[src/rtl/alu_exec_mdu.sv]
// alu_exec_mdu: execute-stage ALU with decode, registered valid/ready result and an
// optional iterative multiply/divide engine.
// Build option: define ALU_EXEC_MDU_EN to include the M-extension engine. Without it,
// M-ops are accepted as single-cycle ops and flagged illegal with a zero result.
module alu_exec_mdu #(
    parameter int WIDTH   = 32,
    parameter int SHAMT_W = $clog2(WIDTH)
) (
    input  logic             clk,
    input  logic             reset,
    input  logic             in_valid,
    output logic             in_ready,
    input  logic [1:0]       alu_op,
    input  logic [2:0]       funct3,
    input  logic             funct7b5,
    input  logic             funct7b0,
    input  logic             opb5,
    input  logic [WIDTH-1:0] src_a,
    input  logic [WIDTH-1:0] src_b,
    output logic             out_valid,
    input  logic             out_ready,
    output logic [WIDTH-1:0] result,
    output logic [3:0]       alu_ctrl,
    output logic             zero,
    output logic             illegal,
    output logic             busy
);

    localparam logic [1:0] S_IDLE = 2'd0;
    localparam logic [1:0] S_CALC = 2'd1;
    localparam logic [1:0] S_DONE = 2'd2;

    logic [1:0]              state;
    logic                    accept;
    logic                    is_m;
    logic [3:0]              dec_ctrl;
    logic [WIDTH-1:0]        alu_res;
    logic signed [WIDTH-1:0] src_a_s;
    logic signed [WIDTH-1:0] src_b_s;
    logic [SHAMT_W-1:0]      shamt;

    assign in_ready  = (state == S_IDLE) | ((state == S_DONE) & out_ready);
    assign accept    = in_valid & in_ready;
    assign out_valid = (state == S_DONE);
    assign busy      = (state == S_CALC);
    assign is_m      = opb5 & funct7b0 & alu_op[1];
    assign src_a_s   = src_a;
    assign src_b_s   = src_b;
    assign shamt     = src_b[SHAMT_W-1:0];

    // Decode alu_op/funct fields into the 4-bit ALU control for single-cycle ops
    always_comb begin
        dec_ctrl = 4'b0000;
        if (!alu_op[1]) begin
            dec_ctrl = alu_op[0] ? 4'b0001 : 4'b0000;
        end else begin
            case (funct3)
                3'b000:  dec_ctrl = (opb5 & funct7b5) ? 4'b0001 : 4'b0000;
                3'b001:  dec_ctrl = 4'b0111;
                3'b010:  dec_ctrl = 4'b0101;
                3'b011:  dec_ctrl = 4'b1001;
                3'b100:  dec_ctrl = 4'b0110;
                3'b101:  dec_ctrl = funct7b5 ? 4'b1000 : 4'b0100;
                3'b110:  dec_ctrl = 4'b0011;
                default: dec_ctrl = 4'b0010;
            endcase
        end
    end

    // Single-cycle datapath selected by the decoded control
    always_comb begin
        alu_res = '0;
        case (dec_ctrl)
            4'b0000: alu_res = src_a + src_b;
            4'b0001: alu_res = src_a - src_b;
            4'b0010: alu_res = src_a & src_b;
            4'b0011: alu_res = src_a | src_b;
            4'b0110: alu_res = src_a ^ src_b;
            4'b0111: alu_res = src_a << shamt;
            4'b0100: alu_res = src_a >> shamt;
            4'b1000: alu_res = src_a_s >>> shamt;
            4'b0101: alu_res = {{(WIDTH-1){1'b0}}, (src_a_s < src_b_s)};
            4'b1001: alu_res = {{(WIDTH-1){1'b0}}, (src_a < src_b)};
            default: alu_res = '0;
        endcase
    end

`ifdef ALU_EXEC_MDU_EN
    // Two's-complement negate when the sign flag is set (magnitude extract / sign fix)
    function automatic logic [WIDTH-1:0] cond_neg(input logic [WIDTH-1:0] v, input logic neg);
        return neg ? (~v + 1'b1) : v;
    endfunction

    function automatic logic [2*WIDTH-1:0] cond_neg2(input logic [2*WIDTH-1:0] v, input logic neg);
        return neg ? (~v + 1'b1) : v;
    endfunction

    // Engine state: eng_m holds the multiplicand or divisor magnitude; {eng_hi, eng_lo}
    // is the shifting product (mul) or remainder/quotient pair (div).
    logic [WIDTH-1:0]   eng_m;
    logic [WIDTH-1:0]   eng_hi;
    logic [WIDTH-1:0]   eng_lo;
    logic [WIDTH-1:0]   eng_dvd;
    logic [SHAMT_W-1:0] eng_cnt;
    logic [2:0]         eng_op;
    logic               eng_negq;
    logic               eng_negr;
    logic               eng_dz;

    logic               a_sgn, b_sgn, a_neg, b_neg;
    logic [WIDTH-1:0]   mag_a, mag_b;
    logic [WIDTH:0]     mul_sum;
    logic [WIDTH:0]     div_sh;
    logic [WIDTH-1:0]   div_diff;
    logic               div_ge;
    logic [WIDTH-1:0]   nxt_hi, nxt_lo;
    logic [2*WIDTH-1:0] prod;
    logic [WIDTH-1:0]   m_res;
    logic               last;

    // Operand signedness per M-op and magnitude extraction at accept
    always_comb begin
        if (funct3[2]) begin
            a_sgn = ~funct3[0];
            b_sgn = ~funct3[0];
        end else begin
            a_sgn = (funct3[1:0] != 2'b11);
            b_sgn = ~funct3[1];
        end
        a_neg = a_sgn & src_a[WIDTH-1];
        b_neg = b_sgn & src_b[WIDTH-1];
        mag_a = cond_neg(src_a, a_neg);
        mag_b = cond_neg(src_b, b_neg);
    end

    // One radix-2 iteration (shift-add or restoring subtract) plus final sign fix
    always_comb begin
        mul_sum  = {1'b0, eng_hi} + (eng_lo[0] ? {1'b0, eng_m} : {(WIDTH+1){1'b0}});
        div_sh   = {eng_hi, eng_lo[WIDTH-1]};
        div_ge   = (div_sh >= {1'b0, eng_m});
        div_diff = div_sh[WIDTH-1:0] - eng_m;
        if (eng_op[2]) begin
            nxt_hi = div_ge ? div_diff : div_sh[WIDTH-1:0];
            nxt_lo = {eng_lo[WIDTH-2:0], div_ge};
        end else begin
            nxt_hi = mul_sum[WIDTH:1];
            nxt_lo = {mul_sum[0], eng_lo[WIDTH-1:1]};
        end
        prod = cond_neg2({nxt_hi, nxt_lo}, eng_negq);
        case (eng_op)
            3'b000:          m_res = prod[WIDTH-1:0];
            3'b001, 3'b010,
            3'b011:          m_res = prod[2*WIDTH-1:WIDTH];
            3'b100, 3'b101:  m_res = eng_dz ? {WIDTH{1'b1}} : cond_neg(nxt_lo, eng_negq);
            default:         m_res = eng_dz ? eng_dvd : cond_neg(nxt_hi, eng_negr);
        endcase
        last = (eng_cnt == SHAMT_W'(WIDTH-1));
    end

    // Engine datapath: load on M-op accept, iterate once per CALC cycle
    always_ff @(posedge clk) begin
        if (accept && is_m) begin
            eng_op   <= funct3;
            eng_hi   <= '0;
            eng_m    <= funct3[2] ? mag_b : mag_a;
            eng_lo   <= funct3[2] ? mag_a : mag_b;
            eng_negq <= a_neg ^ b_neg;
            eng_negr <= a_neg;
            eng_dz   <= (src_b == '0);
            eng_dvd  <= src_a;
            eng_cnt  <= '0;
        end else if (state == S_CALC) begin
            eng_hi  <= nxt_hi;
            eng_lo  <= nxt_lo;
            eng_cnt <= eng_cnt + 1'b1;
        end
    end
`endif

    // Handshake FSM and registered result/flags
    always_ff @(posedge clk) begin
        if (reset) begin
            state    <= S_IDLE;
            result   <= '0;
            alu_ctrl <= 4'b0000;
            zero     <= 1'b0;
            illegal  <= 1'b0;
        end else if (accept) begin
`ifdef ALU_EXEC_MDU_EN
            if (is_m) begin
                state    <= S_CALC;
                alu_ctrl <= {1'b1, funct3};
            end else begin
                state    <= S_DONE;
                alu_ctrl <= dec_ctrl;
                result   <= alu_res;
                zero     <= (alu_res == '0);
                illegal  <= 1'b0;
            end
`else
            state <= S_DONE;
            if (is_m) begin
                alu_ctrl <= 4'b1111;
                result   <= '0;
                zero     <= 1'b1;
                illegal  <= 1'b1;
            end else begin
                alu_ctrl <= dec_ctrl;
                result   <= alu_res;
                zero     <= (alu_res == '0);
                illegal  <= 1'b0;
            end
`endif
        end else if ((state == S_DONE) && out_ready) begin
            state <= S_IDLE;
        end
`ifdef ALU_EXEC_MDU_EN
        else if ((state == S_CALC) && last) begin
            state   <= S_DONE;
            result  <= m_res;
            zero    <= (m_res == '0);
            illegal <= 1'b0;
        end
`endif
    end

endmodule
[config.mk]
export PLATFORM = sky130hd
export DESIGN_NAME = alu_exec_mdu
export DESIGN_NICKNAME = d
export VERILOG_FILES = /design/src/rtl/alu_exec_mdu.sv
export SDC_FILE = /design/constraint.sdc
export NUM_CORES = 1
export LEC_CHECK = 0
export CORE_MARGIN = 4
export CORE_UTILIZATION = 30
export CTS_BUF_LIST = sky130_fd_sc_hd__clkbuf_2
export CTS_CLUSTER_SIZE = 8
export DETAILED_ROUTE_END_ITERATION = 8
export PLACE_DENSITY = 0.44
export SETUP_SLACK_MARGIN = 0.3
export SYNTH_ARGS = -nofsm -noshare
export SYNTH_HDL_FRONTEND = slang
export SYNTH_SLANG_ARGS = --single-unit
[constraint.sdc]
create_clock -name clk -period 9.1 [get_ports clk]
set_clock_uncertainty 0.15 [all_clocks]
set_input_delay 1.365 -clock clk [delete_from_list [all_inputs] [get_ports clk]]
set_output_delay 1.365 -clock clk [all_outputs]
set_load 0.02 [all_outputs]
==> results.toml <==
[status]
status = "completed"

[grt]
gr-total-overflow = 0
antenna_found_initial = 2
track_usage_pct = 28.25
grt_pass1_vias = 13294
grt_pass1_wl_mm = 94.07
grt_max_degree = 61

[worst_setup_path]
crit_fanout = 36
crit_type = "input port to flop"
crit_path_end_kind = "flop"
cp.arrival_ns = 6.35
start_kind = "input port"
cp_data_required_time_ns = 9.30

[power_and_ir_drop]
ir_worst_vdd_mv = 0.04192
p_comb_share_pct = 76.0
p_clk_share_pct = 7.1
netSwitchingFraction_pct = 54.73
p_seq_share_pct = 16.9
p_int_w = 0.0005161
p_leak_nw = 5.261
power.switching_w = 0.0006240
p_per_area_mw_per_mm2 = 85.69

[clock_network]
cts_num_sinks = 39
htree_levels = 2
cts-resized-gates = 0
cts.path.max_buffers = 2
cts-root-buf = "clkbuf_2"
post_cts_buffers = 0
cts_hold_buf = 0
numCtsBuffers = 5
cts_tree = "built"
cts.clk_slew.worst_paths_ns = 0.20
clk_latency_ns = 0.41

[placed_design]
place_ws_ns = 2.579
portBuffers = 115
dp_hpwl_mm = 49.86
gp_congestion = 1.029
dpl_cell_area_mm2 = 0.01326

[die]
core.rowCount = 72
die_w_um = 207.0
initial_core_util_pct = 30.53
fp.dieH_um = 207.0
pin_count = 117
core-area_mm2 = 0.03892
die-area_mm2 = 0.04286

[logic_synthesis]
synthMuxAreaShare_pct = 17.31
seq_area_frac_synth_pct = 6.570
netlist_instances = 1688
synth_nets = 1866
synth_top_cell_area_share_pct = 10.53
yosys.area_share.simple_pct = 22.80
ys_types = 99
synth.top_cells.by_area = "ha_1 11%, mux4_2 8.5%, dfxtp_1 6.6%"
netlist_area_mm2 = 0.01188
synth_top_area_cell = "ha_1"
yosys_warnings = 0
synthAdderAreaFrac_pct = 10.87
ys.flop_type = "dfxtp_1"
syn_avg_cell_area_um2 = 7.039
synth-async-reset-ratio_pct = 0
synth_edf_count = 0
synth_top_family_by_area = "compound AO/OA/AOI/OAI gates"
ys_ff_latch = 39
synth_xor_area_share_pct = 0.9582
synth_compound_area_share_pct = 32.65

[route]
dr.pass1.iters = 6
drc = 0
final_antenna_net_count = 0
vias = 14030
post_drt_wl_per_cell_um = 28.83
routed_wl_mm = 63.89
drt_iter0_drc = 1746
viasPerCell = 6.331

[timing]
setup_viol = 0
timing.final.ws_setup_ns = 2.947
fin_crit_ns = 6.153
slew_violations = 0
rsz0062_at_grt = "false"
hold_viol_final = 0
min_period_over_period_pct = 67.61
relSlewSlack_pct = 27.52
fmax_ghz = 0.1625
tightest_slew_ns = 1.060
setup_tns_ns = 0

[layout]
fin_nets = 1874
layout-drive-gt1-share_pct = 8.721
fin_area_mm2 = 0.01330
final_util_pct = 34.19
synthToLayoutAreaGrowth_pct = 11.96

[run]
cap_violations = 0

[hold_path]
hold_path_class = "flop to flop"
-- layout make-up --
cell class	count	area, um2
Antenna cell	1	2.502
Clock buffer	7	35.03
Clock inverter	1	5.005
Fill cell	4335	25610
Inverter	99	371.6
Multi-Input combinational cell	1400	10060
Sequential cell	39	780.7
Tap cell	518	648.1
Timing Repair Buffer	151	1396
-- worst max-delay path: stages --
cell,delay (ns)
clkdlybuf4s50_1,0.46
buf_4,0.39
inv_1,0.38
ha_1,0.61
nor2b_1,0.16
nor4_1,0.35
a211oi_1,0.21
a211oi_1,0.78
a31o_2,0.36
o31a_1,0.25
o21a_1,0.19
o211ai_1,0.09
a221oi_1,0.38
nand3_1,0.14
o31ai_2,0.21
-- path summary, 6_finish.rpt --
path	start	end	slack (ns)	depth (start not counted)
hold reg to reg	result[31]	result[31]	0.32	2
setup / recovery	src_b[4]	zero	2.95	15
setup reg to reg	state[1]	zero	6.43	10
hold / removal	result[31]	result[31]	0.32	2
-- registers in the layout, indices dropped and copies added, names as in the netlist --
| register | flops |
|---|---|
| state | 1 |
| zero | 1 |
| alu_ctrl | 4 |
| result | 32 |
| illegal | 1 |
-- per-layer routing --
| layer | wire length [um] | share of wire (%) | vias up | GRT usage [%] |
|---|---|---|---|---|
| li1 | - | - | 6336 | - |
| met1 | 28500 | 45 | 6898 | 40.62 |
| met2 | 29270 | 46 | 715 | 46.55 |
| met3 | 4411 | 6.9 | 79 | 2.526 |
| met4 | 1698 | 2.7 | 2 | 5.449 |
| met5 | 13 | 0.020 | - | 0 |
-- synth_stat cells (all sizes together), types with 14 or more instances --
| cell | instances |
|---|---|
| mux2 | 22 |
| a211oi | 51 |
| and3 | 15 |
| o211ai | 30 |
| mux4 | 48 |
| nor4 | 26 |
| mux2i | 70 |
| o21ai | 92 |
| o221ai | 15 |
| nor2 | 199 |
| nand2 | 153 |
| nand2b | 18 |
| clkbuf | 103 |
| a22oi | 14 |
| a21o | 16 |
| nand4 | 16 |
| a21oi | 150 |
| inv | 98 |
| o31ai | 19 |
| nand3 | 36 |
| dfxtp | 39 |
| ha | 100 |
| o22ai | 19 |
| a31oi | 16 |
| nor3 | 42 |
| buf | 47 |
-- power by group through the flow --
| stage | combinational, W | sequential [W] | clock (W) |
|---|---|---|---|
| after floorplan | 0.000516 | 0.000214 | 0 |
| after global placement | 0.000853 | 0.000197 | 0 |
| after detailed placement | 0.000846 | 0.000197 | 0 |
| after CTS | 0.000850 | 0.000193 | 0.0000845 |
| after global routing | 0.000923 | 0.000195 | 0.0000941 |
| final | 0.000866 | 0.000193 | 0.0000811 |
-- per-stage QoR --
step | std cells | total power, W | hold WS [ns]
after floorplan | 1688 | 0.0007299 | 0.3845
after global placement | 2207 | 0.001050 | 0.3022
after detailed placement | 2207 | 0.001044 | 0.3062
after CTS | 2215 | 0.001128 | 0.3303
after global routing | 2216 | 0.001212 | 0.3521
final | 2216 | 0.001140 | 0.3207
-- logic make-up after synthesis --
kind of cell / Yosys count
multiplexers: 140
flip-flops: 39
adder cells (fa/ha/maj): 102
other: 1
buffers and inverters: 249
XOR/XNOR: 13
AND/OR/NAND/NOR: 575
AO/OA/AOI/OAI: 569
-- layout by cell type, fill, tap and decap left out, types with 42 or more instances in the layout --
| master | instances |
|---|---|
| inv_1 | 97 |
| nand2_1 | 153 |
| a21oi_1 | 149 |
| clkdlybuf4s50_1 | 109 |
| nor3_1 | 42 |
| a211oi_1 | 50 |
| mux2i_1 | 68 |
| ha_1 | 100 |
| mux4_2 | 45 |
| nor2_1 | 198 |
| o21ai_0 | 86 |
Power figures use the tool's default switching activity.
